File: src/rtl/bitslam_write_sequencer.sv
// Register-write feeder for the two-voice LFSR sound core: buffers commands in a
// FWFT FIFO and replays them as address/data phases, skipping redundant address writes.
module bitslam_write_sequencer #(
  parameter int DEPTH = 4,
  parameter int LVL_W = 3
) (
  input  logic             clk,
  input  logic             rst_n,
  input  logic             cmd_valid,
  output logic             cmd_ready,
  input  logic [2:0]       cmd_addr,
  input  logic [5:0]       cmd_data,
  output logic             bus_sel,
  output logic [5:0]       bus_data,
  output logic             busy,
  output logic [LVL_W-1:0] fifo_level
);

  localparam int PTR_W = $clog2(DEPTH);

  typedef enum logic [1:0] {IDLE, ADDR, DATA} state_t;

  state_t           state, state_nx;
  logic [2:0]       mem_addr [DEPTH];
  logic [5:0]       mem_data [DEPTH];
  logic [PTR_W-1:0] wr_ptr, rd_ptr, rd_ptr_inc;
  logic [LVL_W-1:0] count;
  logic [2:0]       cur_addr, cur_addr_nx;
  logic [2:0]       head_addr, follow_addr;
  logic [5:0]       head_data, follow_data, target_data;
  logic             push, pop;
  logic             bus_sel_nx;
  logic [5:0]       bus_data_nx;

  assign cmd_ready   = (count < LVL_W'(DEPTH));
  assign push        = cmd_valid & cmd_ready;
  assign pop         = (state == DATA);
  assign rd_ptr_inc  = rd_ptr + PTR_W'(1);
  assign head_addr   = mem_addr[rd_ptr];
  assign head_data   = mem_data[rd_ptr];
  assign follow_addr = mem_addr[rd_ptr_inc];
  assign follow_data = mem_data[rd_ptr_inc];
  assign fifo_level  = count;
  assign busy        = (count != '0) || (state != IDLE);

  always_ff @(posedge clk) begin
    if (push) begin
      mem_addr[wr_ptr] <= cmd_addr;
      mem_data[wr_ptr] <= cmd_data;
    end
  end

  always_ff @(posedge clk or negedge rst_n) begin
    if (!rst_n) begin
      wr_ptr <= '0;
      rd_ptr <= '0;
      count  <= '0;
    end else begin
      if (push) wr_ptr <= wr_ptr + PTR_W'(1);
      if (pop)  rd_ptr <= rd_ptr_inc;
      case ({push, pop})
        2'b10:   count <= count + LVL_W'(1);
        2'b01:   count <= count - LVL_W'(1);
        default: count <= count;
      endcase
    end
  end

  // State register; bus outputs are registered alongside it so they never glitch.
  always_ff @(posedge clk or negedge rst_n) begin
    if (!rst_n) begin
      state    <= IDLE;
      cur_addr <= '0;
      bus_sel  <= 1'b0;
      bus_data <= '0;
    end else begin
      state    <= state_nx;
      cur_addr <= cur_addr_nx;
      bus_sel  <= bus_sel_nx;
      bus_data <= bus_data_nx;
    end
  end

  // Leaving DATA pops the head, so the decision is made on the entry behind it;
  // an entry pushed on that same edge is not yet visible, so we fall back to IDLE.
  always_comb begin
    state_nx    = state;
    cur_addr_nx = cur_addr;
    target_data = head_data;
    case (state)
      IDLE: begin
        if (count != '0) begin
          if (head_addr == cur_addr) begin
            state_nx = DATA;
          end else begin
            state_nx    = ADDR;
            cur_addr_nx = head_addr;
          end
        end
      end
      ADDR: state_nx = DATA;
      DATA: begin
        target_data = follow_data;
        if (count > LVL_W'(1)) begin
          if (follow_addr == cur_addr) begin
            state_nx = DATA;
          end else begin
            state_nx    = ADDR;
            cur_addr_nx = follow_addr;
          end
        end else begin
          state_nx = IDLE;
        end
      end
      default: state_nx = IDLE;
    endcase
  end

  always_comb begin
    bus_sel_nx  = 1'b0;
    bus_data_nx = {3'b000, cur_addr_nx};
    case (state_nx)
      DATA: begin
        bus_sel_nx  = 1'b1;
        bus_data_nx = target_data;
      end
      default: begin
        bus_sel_nx  = 1'b0;
        bus_data_nx = {3'b000, cur_addr_nx};
      end
    endcase
  end

endmodule

File: config.mk
export PLATFORM = sky130hd
export DESIGN_NAME = bitslam_write_sequencer
export DESIGN_NICKNAME = d
export VERILOG_FILES = /design/src/rtl/bitslam_write_sequencer.sv
export SDC_FILE = /design/constraint.sdc
export NUM_CORES = 1
export LEC_CHECK = 0
export ABC_CLOCK_PERIOD_IN_PS = 3900
export CORE_ASPECT_RATIO = 0.8
export CORE_MARGIN = 2
export CORE_UTILIZATION = 55
export DETAILED_ROUTE_END_ITERATION = 7
export PLACE_DENSITY = 0.86
export SYNTH_ARGS = -nofsm -noshare
export SYNTH_HDL_FRONTEND = slang
export SYNTH_SLANG_ARGS = --single-unit
File: constraint.sdc
create_clock -name clk -period 3.9 [get_ports clk]
set_input_delay 0.78 -clock clk [delete_from_list [all_inputs] [get_ports clk]]
set_output_delay 0.78 -clock clk [all_outputs]
set_load 0.05 [all_outputs]
# Yosys cells after proc, flatten, opt, wreduce, memory -nomap -nowiden
# Memories as Yosys holds them, arrays and structs flattened.
# Cells that the tools add are included.
# classes
addsub,4
n_lt_le_gt_ge,2
eq_ne,7
muxes,16
bitwise,1
n_reduce_logical,5
# ops
cell,count
$mux W3,4
$mux W6,2
$pmux W3 S2,2
$mux W2,4
$eq A2 B2 Y1 const B,3
$eq A3 B3 Y1,2
$pmux W2 S3,1
$add A2 B1 Y2 const B,2
$eq A2 B1 Y1 const B,2
$reduce_bool A2 Y1,2
$add A3 B1 Y3 const B,1
$gt A3 B1 Y1 const B,1
$lt A3 B3 Y1 const B,1
$mux W1,3
$reduce_bool A3 Y1,1
$sub A3 B1 Y3 const B,1
$logic_not A2 Y1,1
$and A1 B1 Y1,1
$logic_or A1 B1 Y1,1
# word_totals
ff_bits,19
mem_bits_rw,36
wordCells,44
memories,2
# mem_list
name,depth,width,read_ports,rd_ports_with_merged_regs,write_ports,line,text
mem_data,4,6,2,0,1,25,logic [5:0] mem_data [DEPTH];
mem_addr,4,3,2,0,1,24,logic [2:0] mem_addr [DEPTH];

# Longest topological paths before layout
# Gate-level depths: netlist of run 1.
# An unclocked memory read counts as a cell.
# depth
word_depth,8
mapped_depth,8
mapped_depth_nobuf,7

# Worst setup path before layout of run 1
# Ideal clock, no wire load.
# synth_path
path_type,register -> output
start,reg count[0] (netlist: fifo_level[0])
end,out busy
arrival_ns,1.602
path_slack_ns,1.518
stages_incl_launch_ff,5
path_cell_list,dfrtp_1 > inv_1 > ha_1 > nor2b_1 > nand2_1
# synth_via
elab_chain_len,2
# synth_lines
element,line,text
start: declaration,27,logic [LVL_W-1:0] count;
start signal: assignment,62,2'b10: count <= count + LVL_W'(1);
start signal: assignment,63,2'b01: count <= count - LVL_W'(1);
start signal: assignment,64,default: count <= count;
$reduce_bool A3 Y1,44,assign busy = (count != '0) || (state != IDLE);
$logic_or A1 B1 Y1,44,
end: declaration,15,"output logic busy,"
# Every way passes these cells.

# Worst setup path in the final report of run 1
# Ends and elaborated chain as after synthesis.

==> impl_metrics.ini, run 1 <==
[worst_setup_path]
critPathSlowestCell = clkdlybuf4s50_1
crit_cells = 5
arrival_ns = 2.23
cp_max_fo = 7
path_cells = inv_1, ha_1, nor2b_1, nand2_1, clkdlybuf4s50_1
worstSetupPathType = register to output port
cp_slowest_stage_delay_ns = 0.71
r2r_start = rd_ptr[1]$_DFFE_PN0P_
required_ns = 3.12
critPathTopFamily = buffers and inverters
critPathBufInv = 2
cp-endpoint = busy
r2r_slack_ns = 1.18
r2r-end = bus_data[0]$_DFF_PN0_
end_kind = output port
startpoint = fifo_level[0]$_DFFE_PN0P_
rr_worst_depth = 5
start_kind = register

[finish]
final_cells = 277
num-nets-final = 237
nFillCells = 343
drive_gt1_frac = 0.124
diodes = 0
area_delta_synth_final_pct = 13.2

[floorplanning]
core_area_um2 = 4620
die_x_um = 81.8
initial_core_util = 0.576
io_pins = 24
rows = 22
die_y_um = 66.2
die-area_um2 = 5420

[clock_network]
clock_sinks = 55
htree_levels = 2
clk_pin_slew_ns = 0.10
clock-root-buffer = clkbuf_8
clockBufferDepth = 2
post_cts_buffers = 0
cts_resized = 0
clock_latency_ns = 0.31
numCtsBuffers = 5
ctsHoldBuffers = 0
cts_tree = yes

[drt]
ant_nets = 0
drt_wl_total_mm = 4.74
viasPerCell = 5.87
drc = 0
vias = 1625
dr.pass1.iters = 4
drtIter0Drc = 128
avgRoutedWirePerCell_um = 17.1

[hold_path]
hp-start = fifo_level[1]$_DFFE_PN0P_
min_path_type = register to register
worstHoldPathCells = 2

[timing]
tightest_slew_ns = 0.856
setup_violations = 0
period_share = 0.772
rsz0062_at_grt = false
final.setup_skew_ns = 0.0113
slew_headroom = 0.427
slew_viol_final = 0
setup_tns_ns = 0
layout_min_cycle_time_ns = 3.01
timing.final.hold_violations = 0
max_freq_mhz = 332
worst_slack_ns = 0.888

[yosys]
synth-seq-cells = 55
synth_top_area_cell = edfxtp_1
syn_area_per_cell_um2 = 13.7
synth_top_area_share = 0.406
yosysWarnings = 0
yosysSeqAreaShare = 0.584
postSynth.topFlopCell = edfxtp_1
syn-num-nets = 216
synthTopCellsByArea = edfxtp_1 41%, dfrtp_1 18%, ha_1 4.2%
synthArstFlopShare = 0.345
synthCells = 195
synth.distinct_cells = 39
syn_area_um2 = 2660
synth_edf_count = 36

[placed_design]
pre_cts_slack_ns = 1.19
io_buffers = 23
dp_cells = 269
gp_congestion = 0.846
dp_hpwl_mm = 3.33

[power_and_ir_drop]
p_clk_frac = 0.119
switching_share = 0.430
combPwrFrac = 0.506
p_leak_nw = 1.07
ir_drop_uv = 400
seqPwrFrac = 0.375
intPower_w = 0.00149
power.density_nw_per_um2 = 865
switching_power_w = 0.00112

[run_status]
status = completed

[grt]
grt_pass1_vias = 1528
grt_pass1_wl_mm = 7.68
grt_max_degree = 24
grt_usage = 0.194
grt-ovfl-total = 0
antenna_found_initial = 0

[flow_run]
drv_cap = 0
metrics by stage:
step / utilization / instance area (um^2) / hold WS [ns] / total power [W]
detailed placement: 0.633 / 2930 / 0.586 / 0.00230
global placement: 0.633 / 2930 / 0.592 / 0.00227
floorplan: - / 2660 / 0.484 / 0.00198
finish: 0.652 / 3020 / 0.601 / 0.00261
global route: 0.652 / 3020 / 0.658 / 0.00277
CTS: 0.652 / 3020 / 0.608 / 0.00261
final cells by class:
type	count	area (um^2)	area share
sequential	55	1560	0.516
multi-input combinational	122	1030	0.342
timing repair buffer	23	230	0.0763
tap	60	75.1	0.0249
clock buffer	6	72.6	0.0241
inverter	9	33.8	0.0112
clock inverter	2	16.3	0.00539
power groups by stage:
stage	registers [W]	logic (W)	clock network, W
6_report	0.000980	0.00132	0.000310
5_1_grt	0.00101	0.00143	0.000338
4_1_cts	0.000979	0.00132	0.000314
3_5_place_dp	0.000993	0.00131	0
3_3_place_gp	0.000985	0.00128	0
2_1_floorplan	0.00105	0.000936	0
per-layer routing:
layer / vias up / GRT usage / part of all wire
li1: 791 / - / -
met3: 4 / 0.0478 / 0.052
met2: 47 / 0.280 / 0.45
met5: - / 0 / 0
met1: 783 / 0.294 / 0.49
met4: 0 / 0.0521 / 0.0055
worst register-to-register path: cells and delay by family (launching register included):
kind / cells / cell delay (ns)
multiplexers: 2 / 1.07
flip-flops: 1 / 0.89
AO/OA/AOI/OAI: 1 / 0.29
XOR/XNOR: 1 / 0.20
AND/OR/NAND/NOR: 1 / 0.17
registers in the layout, summed over array words and instances, names as in the netlist:
name,cells
fifo_level,3
mem_data,24
cur_addr,3
bus_sel,1
rd_ptr,2
state,2
mem_addr,12
bus_data,6
wr_ptr,2
kinds of logic after synthesis:
logic type                 after synthesis  synth area share
DFF                                     55             0.584
AOI/OAI and AO/OA                       43             0.121
and+or+nand+nor                         42            0.0860
buffers and inverters                   18            0.0286
muxes                                   16            0.0954
xor gates and xnor gates                12            0.0423
adders and majority gates                9            0.0423
cell usage in the layout, fill, tap and decap left out, types with 2 or more instances in the layout:
master / count
nor2b_1: 2
nand2_1: 5
o221a_2: 2
and2_1: 4
nand4_2: 2
a21oi_1: 3
nor2_1: 8
a22oi_1: 4
dfrtp_1: 19
nor3_1: 10
mux2_2: 9
clkdlybuf4s50_1: 23
clkbuf_8: 5
mux4_1: 2
o22ai_1: 3
nand2b_1: 4
and3_1: 3
mux4_2: 4
inv_1: 8
xnor2_1: 11
o221ai_1: 9
ha_1: 9
o21ai_0: 11
a211oi_1: 2
o31ai_1: 3
edfxtp_1: 36
or3_1: 3
worst min-delay path by stage:
stage | endpoint
after floorplan | bus_data[0]$_DFF_PN0_
after global placement | fifo_level[1]$_DFFE_PN0P_
after detailed placement | fifo_level[1]$_DFFE_PN0P_
after CTS | fifo_level[1]$_DFFE_PN0P_
after global routing | fifo_level[1]$_DFFE_PN0P_
final | fifo_level[1]$_DFFE_PN0P_
synth_stat cells (all sizes together), types with 2 or more instances:
master and instances:
o221a 2, and2 4, or3 3, o31ai 3
nor2b 2, inv 8, o21ai 11, xnor2 12
a211oi 2, edfxtp 36, nand4 2, nand2b 4
a21oi 3, nor3 10, clkbuf 6, o221ai 9
ha 9, o22ai 3, buf 3, nand2 5
dfrtp 19, mux4 6, and3 3, nor2 8
mux2 9, a22oi 5
Note: power is estimated with default switching activity, not from simulation.
==> inputs of run 2 (changes only) <==
ABC_CLOCK_PERIOD_IN_PS = 2700   (was 3900)
CORE_UTILIZATION = 51   (was 55)
PLACE_DENSITY = 0.84   (was 0.86)
clock period = 2.7 ns   (was 3.9 ns; I/O delays follow)
==> impl_metrics.ini, run 2 (same netlist as run 1, synthesis figures left out) <==
[run_status]
status = completed

[clock_network]
cts_tree = yes
post_cts_buffers = 0
clk_pin_slew_ns = 0.10
clock-root-buffer = clkbuf_8
clock_latency_ns = 0.31
clock_sinks = 55
numCtsBuffers = 5
ctsHoldBuffers = 0
htree_levels = 2
clockBufferDepth = 2

[grt]
grt_pass1_vias = 1587
antenna_found_initial = 0
grt_usage = 0.185
grt_max_degree = 20
grt-ovfl-total = 0
grt_pass1_wl_mm = 8.14

[timing]
worst_slack_ns = 0.234
tightest_slew_ns = 0.528
layout_min_cycle_time_ns = 2.47
max_freq_mhz = 406
setup_violations = 0
setup_tns_ns = 0
final.setup_skew_ns = 0.00549
timing.final.hold_violations = 0
slew_headroom = 0.647
period_share = 0.913
rsz0062_at_grt = false
slew_viol_final = 0

[placed_design]
io_buffers = 23
dp_cells = 277
gp_congestion = 0.790
pre_cts_slack_ns = 0.314
dp_hpwl_mm = 3.50

[flow_run]
drv_cap = 0

[drt]
vias = 1778
drc = 0
viasPerCell = 6.24
drt_wl_total_mm = 5.15
dr.pass1.iters = 4
ant_nets = 0
drtIter0Drc = 163
avgRoutedWirePerCell_um = 18.1

[finish]
final_common_cell = edfxtp_1
mostFrequentLayoutCells = 36 x edfxtp_1, 22 x clkdlybuf4s50_1, 19 x dfrtp_1
top_regs = mem_data x24, mem_addr x12, bus_data x6
regMostFlops = mem_data
largest_reg_flops = 24
area_delta_synth_final_pct = 15.9
final_cells = 285
num-nets-final = 243
nFillCells = 362
multi_input_area_um2 = 1030
drive_gt1_frac = 0.152
diodes = 0
ff_latch_area_um2 = 1560

[worst_setup_path]
worstSetupPathType = register to output port
path_cells = inv_1, ha_1, nor2b_1, nand2_1, dlygate4sd2_1
cp_max_fo = 7
cp_slowest_stage_delay_ns = 0.47
critPathTopFamily = buffers and inverters
arrival_ns = 1.93
required_ns = 2.16
critPathBufInv = 2
end_kind = output port
critPathSlowestCell = dfrtp_1
start_kind = register

[hold_path]
min_path_type = input pin to asynchronous set/reset pin

[power_and_ir_drop]
p_leak_nw = 1.11
ir_drop_uv = 858
power.density_nw_per_um2 = 1280

[floorplanning]
die_x_um = 84.8
initial_core_util = 0.529
io_pins = 24
core_area_um2 = 5040
die-area_um2 = 5820
rows = 23
die_y_um = 68.6
==> run 2: metal layers <==
metal  vias to the layer above  track usage  part of all wire
li1                        803            -                 -
met1                       870        0.244              0.43
met2                        98        0.318              0.49
met3                         7       0.0369             0.078
met4                         0       0.0536             0.011
met5                         -            0                 0
==> run 2: per-stage QoR <==
step	area (um^2)	hold WS, ns	power, W	utilization
finish	3090	0.550	0.00396	0.613
global route	3090	0.573	0.00418	0.613
CTS	3090	0.557	0.00395	0.613
detailed placement	2970	0.590	0.00338	0.591
global placement	2970	0.558	0.00332	0.591
floorplan	2660	0.244	0.00286	-
==> run 2: what timing repair did <==
action,4_1_cts,5_1_grt
hold endpoints to repair,0,0
endpoints found under the setup margin,1,0
gates resized for setup,1,0
==> run 2: worst register-to-register path, cell delays in order (launching register included) <==
cell	delay, ns
dfrtp_1	0.57
mux4_1	0.65
xnor2_1	0.22
nand4_2	0.19
a22oi_4	0.29
mux2_2	0.38
==> run 2: layout make-up <==
| cell class | count | share of cell area |
|---|---|---|
| Tap cell | 62 | 0.0251 |
| Clock inverter | 3 | 0.0150 |
| Inverter | 9 | 0.0109 |
| Timing Repair Buffer | 29 | 0.0887 |
| Multi-Input combinational cell | 122 | 0.334 |
| Sequential cell | 55 | 0.504 |
| Clock buffer | 5 | 0.0223 |
==> run 2: path summary, 6_finish.rpt <==
| check | start | to | slack (ns) | cells after the start |
|---|---|---|---|---|
| setup / recovery | fifo_level[0]$_DFFE_PN0P_ | busy | 0.23 | 5 |
| hold / removal | rst_n | fifo_level[0]$_DFFE_PN0P_ | 0.55 | 2 |
| setup reg to reg | rd_ptr[1]$_DFFE_PN0P_ | bus_data[1]$_DFF_PN0_ | 0.30 | 5 |
| hold reg to reg | fifo_level[1]$_DFFE_PN0P_ | fifo_level[1]$_DFFE_PN0P_ | 0.62 | 2 |
| max in group asynchronous | rst_n | rd_ptr[1]$_DFFE_PN0P_ | 1.94 | 2 |
| min in group clk | fifo_level[1]$_DFFE_PN0P_ | fifo_level[1]$_DFFE_PN0P_ | 0.62 | 2 |
==> run 2: power breakdown <==
group / leakage [nW] / switching, W / total, W / internal (W)
registers: 0.555 / 0.000238 / 0.00137 / 0.00113
logic: 0.500 / 0.00115 / 0.00203 / 0.000879
clock network: 0.0548 / 0.000278 / 0.000557 / 0.000280
==> inputs of run 3 (changes only) <==
ABC_CLOCK_PERIOD_IN_PS = 2890   (was 2700)
CORE_UTILIZATION = 61   (was 51)
PLACE_DENSITY = 0.93   (was 0.84)
clock period = 2.89 ns   (was 2.7 ns; I/O delays follow)
==> impl_metrics.ini, run 3 (same netlist as run 1, synthesis figures left out) <==
[clock_network]
clock_sinks = 55
post_cts_buffers = 0
numCtsBuffers = 5
cts_tree = yes
clockBufferDepth = 2
htree_levels = 2
clock-root-buffer = clkbuf_8
clock_latency_ns = 0.31
ctsHoldBuffers = 0
clk_pin_slew_ns = 0.10

[finish]
regMostFlops = mem_data
nFillCells = 263
mostFrequentLayoutCells = 36 x edfxtp_1, 22 x clkdlybuf4s50_1, 19 x dfrtp_1
area_delta_synth_final_pct = 14.7
num-nets-final = 239
multi_input_area_um2 = 1030
largest_reg_flops = 24
final_common_cell = edfxtp_1
diodes = 0
top_regs = mem_data x24, mem_addr x12, bus_data x6
ff_latch_area_um2 = 1560
drive_gt1_frac = 0.137

[timing]
rsz0062_at_grt = false
setup_tns_ns = 0
tightest_slew_ns = 0.878
setup_violations = 0
period_share = 0.847
layout_min_cycle_time_ns = 2.45
final.setup_skew_ns = 0.00774
timing.final.hold_violations = 0
max_freq_mhz = 408
slew_headroom = 0.413
slew_viol_final = 0
worst_slack_ns = 0.441

[placed_design]
pre_cts_slack_ns = 0.441
io_buffers = 23
dp_hpwl_mm = 3.49
gp_congestion = 0.850

[grt]
grt-ovfl-total = 0
grt_pass1_vias = 1649
grt_pass1_wl_mm = 8.36
grt_max_degree = 24
grt_usage = 0.229
antenna_found_initial = 0

[power_and_ir_drop]
switching_power_w = 0.00155
power.density_nw_per_um2 = 1200
intPower_w = 0.00212
p_clk_frac = 0.141
seqPwrFrac = 0.353
switching_share = 0.423
combPwrFrac = 0.506
p_leak_nw = 1.09
ir_drop_uv = 645

[drt]
dr.pass1.iters = 4
drt_wl_total_mm = 5.12
vias = 1738
drtIter0Drc = 185
ant_nets = 0
viasPerCell = 6.30
avgRoutedWirePerCell_um = 18.5
drc = 0

[floorplanning]
die_y_um = 63.1
io_pins = 24
die_x_um = 77.9
initial_core_util = 0.638
core_area_um2 = 4180
die-area_um2 = 4910
rows = 21

[worst_setup_path]
arrival_ns = 1.87
r2r-end = bus_data[1]$_DFF_PN0_
cp_max_fo = 7
r2r_start = rd_ptr[0]$_DFFE_PN0P_
required_ns = 2.31
r2r_slack_ns = 0.46
start_kind = register
startpoint = fifo_level[0]$_DFFE_PN0P_
rr_worst_depth = 5
cp-endpoint = busy
worstSetupPathType = register to output port
end_kind = output port

[flow_run]
drv_cap = 0

[hold_path]
min_path_type = register to register

[run_status]
status = completed
-- run 3: cell count changes in the layout (fill, tap and decap cells not counted) --
cell / delta
dlymetal6s2s_1: +1
dlygate4sd2_1: -1
buf_4: -4
-- run 3: routing by layer --
layer  GRT usage  wire (um)  share of wire  vias to the layer above
li1            -          -              -                      795
met1       0.334       2280           0.45                      859
met2       0.343       2460           0.48                       80
met3      0.0430        339          0.066                        4
met4      0.0915         38         0.0074                        0
met5           0          0              0                        -
-- run 3: cell type report --
class                      count  area share
clock inverter                 3      0.0152
multi-input combinational    122       0.337
tap                           57      0.0233
inverter                       9      0.0111
timing repair buffer          25      0.0811
clock buffer                   5      0.0225
sequential                    55       0.509
-- run 3: worst max-delay path: stages (launching register included) --
cell            delay [ns]
dfrtp_1               0.48
inv_1                 0.13
ha_1                  0.17
nor2b_1               0.35
nand2_1               0.11
dlymetal6s2s_1        0.33
-- run 3: repair_timing --
action / 4_1_cts / 5_1_grt
endpoints found under the setup margin: 0 / 1
resized for setup: 0 / 1
endpoints found under the hold margin: 0 / 0
-- run 3: worst min path at each step --
stage / slack [ns] / to / depth (start not counted) / from
after floorplan: 0.28 / bus_data[0]$_DFF_PN0_ / 0 / rst_n
after global placement: 0.57 / fifo_level[1]$_DFFE_PN0P_ / 2 / fifo_level[1]$_DFFE_PN0P_
after detailed placement: 0.60 / fifo_level[1]$_DFFE_PN0P_ / 2 / fifo_level[1]$_DFFE_PN0P_
after CTS: 0.63 / fifo_level[0]$_DFFE_PN0P_ / 1 / fifo_level[0]$_DFFE_PN0P_
after global routing: 0.66 / wr_ptr[1]$_DFFE_PN0P_ / 2 / wr_ptr[1]$_DFFE_PN0P_
final: 0.63 / wr_ptr[0]$_DFFE_PN0P_ / 2 / wr_ptr[0]$_DFFE_PN0P_
-- run 3: power groups by stage --
| stage | Sequential [W] | Combinational, W | Clock (W) |
|---|---|---|---|
| 4_1_cts | 0.00129 | 0.00185 | 0.000524 |
| 5_1_grt | 0.00133 | 0.00200 | 0.000557 |
| 2_1_floorplan | 0.00141 | 0.00126 | 0 |
| 3_3_place_gp | 0.00129 | 0.00178 | 0 |
| 6_report | 0.00129 | 0.00186 | 0.000515 |
| 3_5_place_dp | 0.00131 | 0.00182 | 0 |
-- run 3: per-stage QoR --
step / std cells / util / hold slack [ns] / total power [W] / area [um^2]
floorplan: 195 / - / 0.282 / 0.00268 / 2660
global placement: 268 / 0.703 / 0.568 / 0.00307 / 2940
detailed placement: 268 / 0.703 / 0.597 / 0.00313 / 2940
CTS: 276 / 0.731 / 0.632 / 0.00366 / 3050
global route: 276 / 0.731 / 0.656 / 0.00389 / 3060
finish: 276 / 0.731 / 0.628 / 0.00367 / 3060
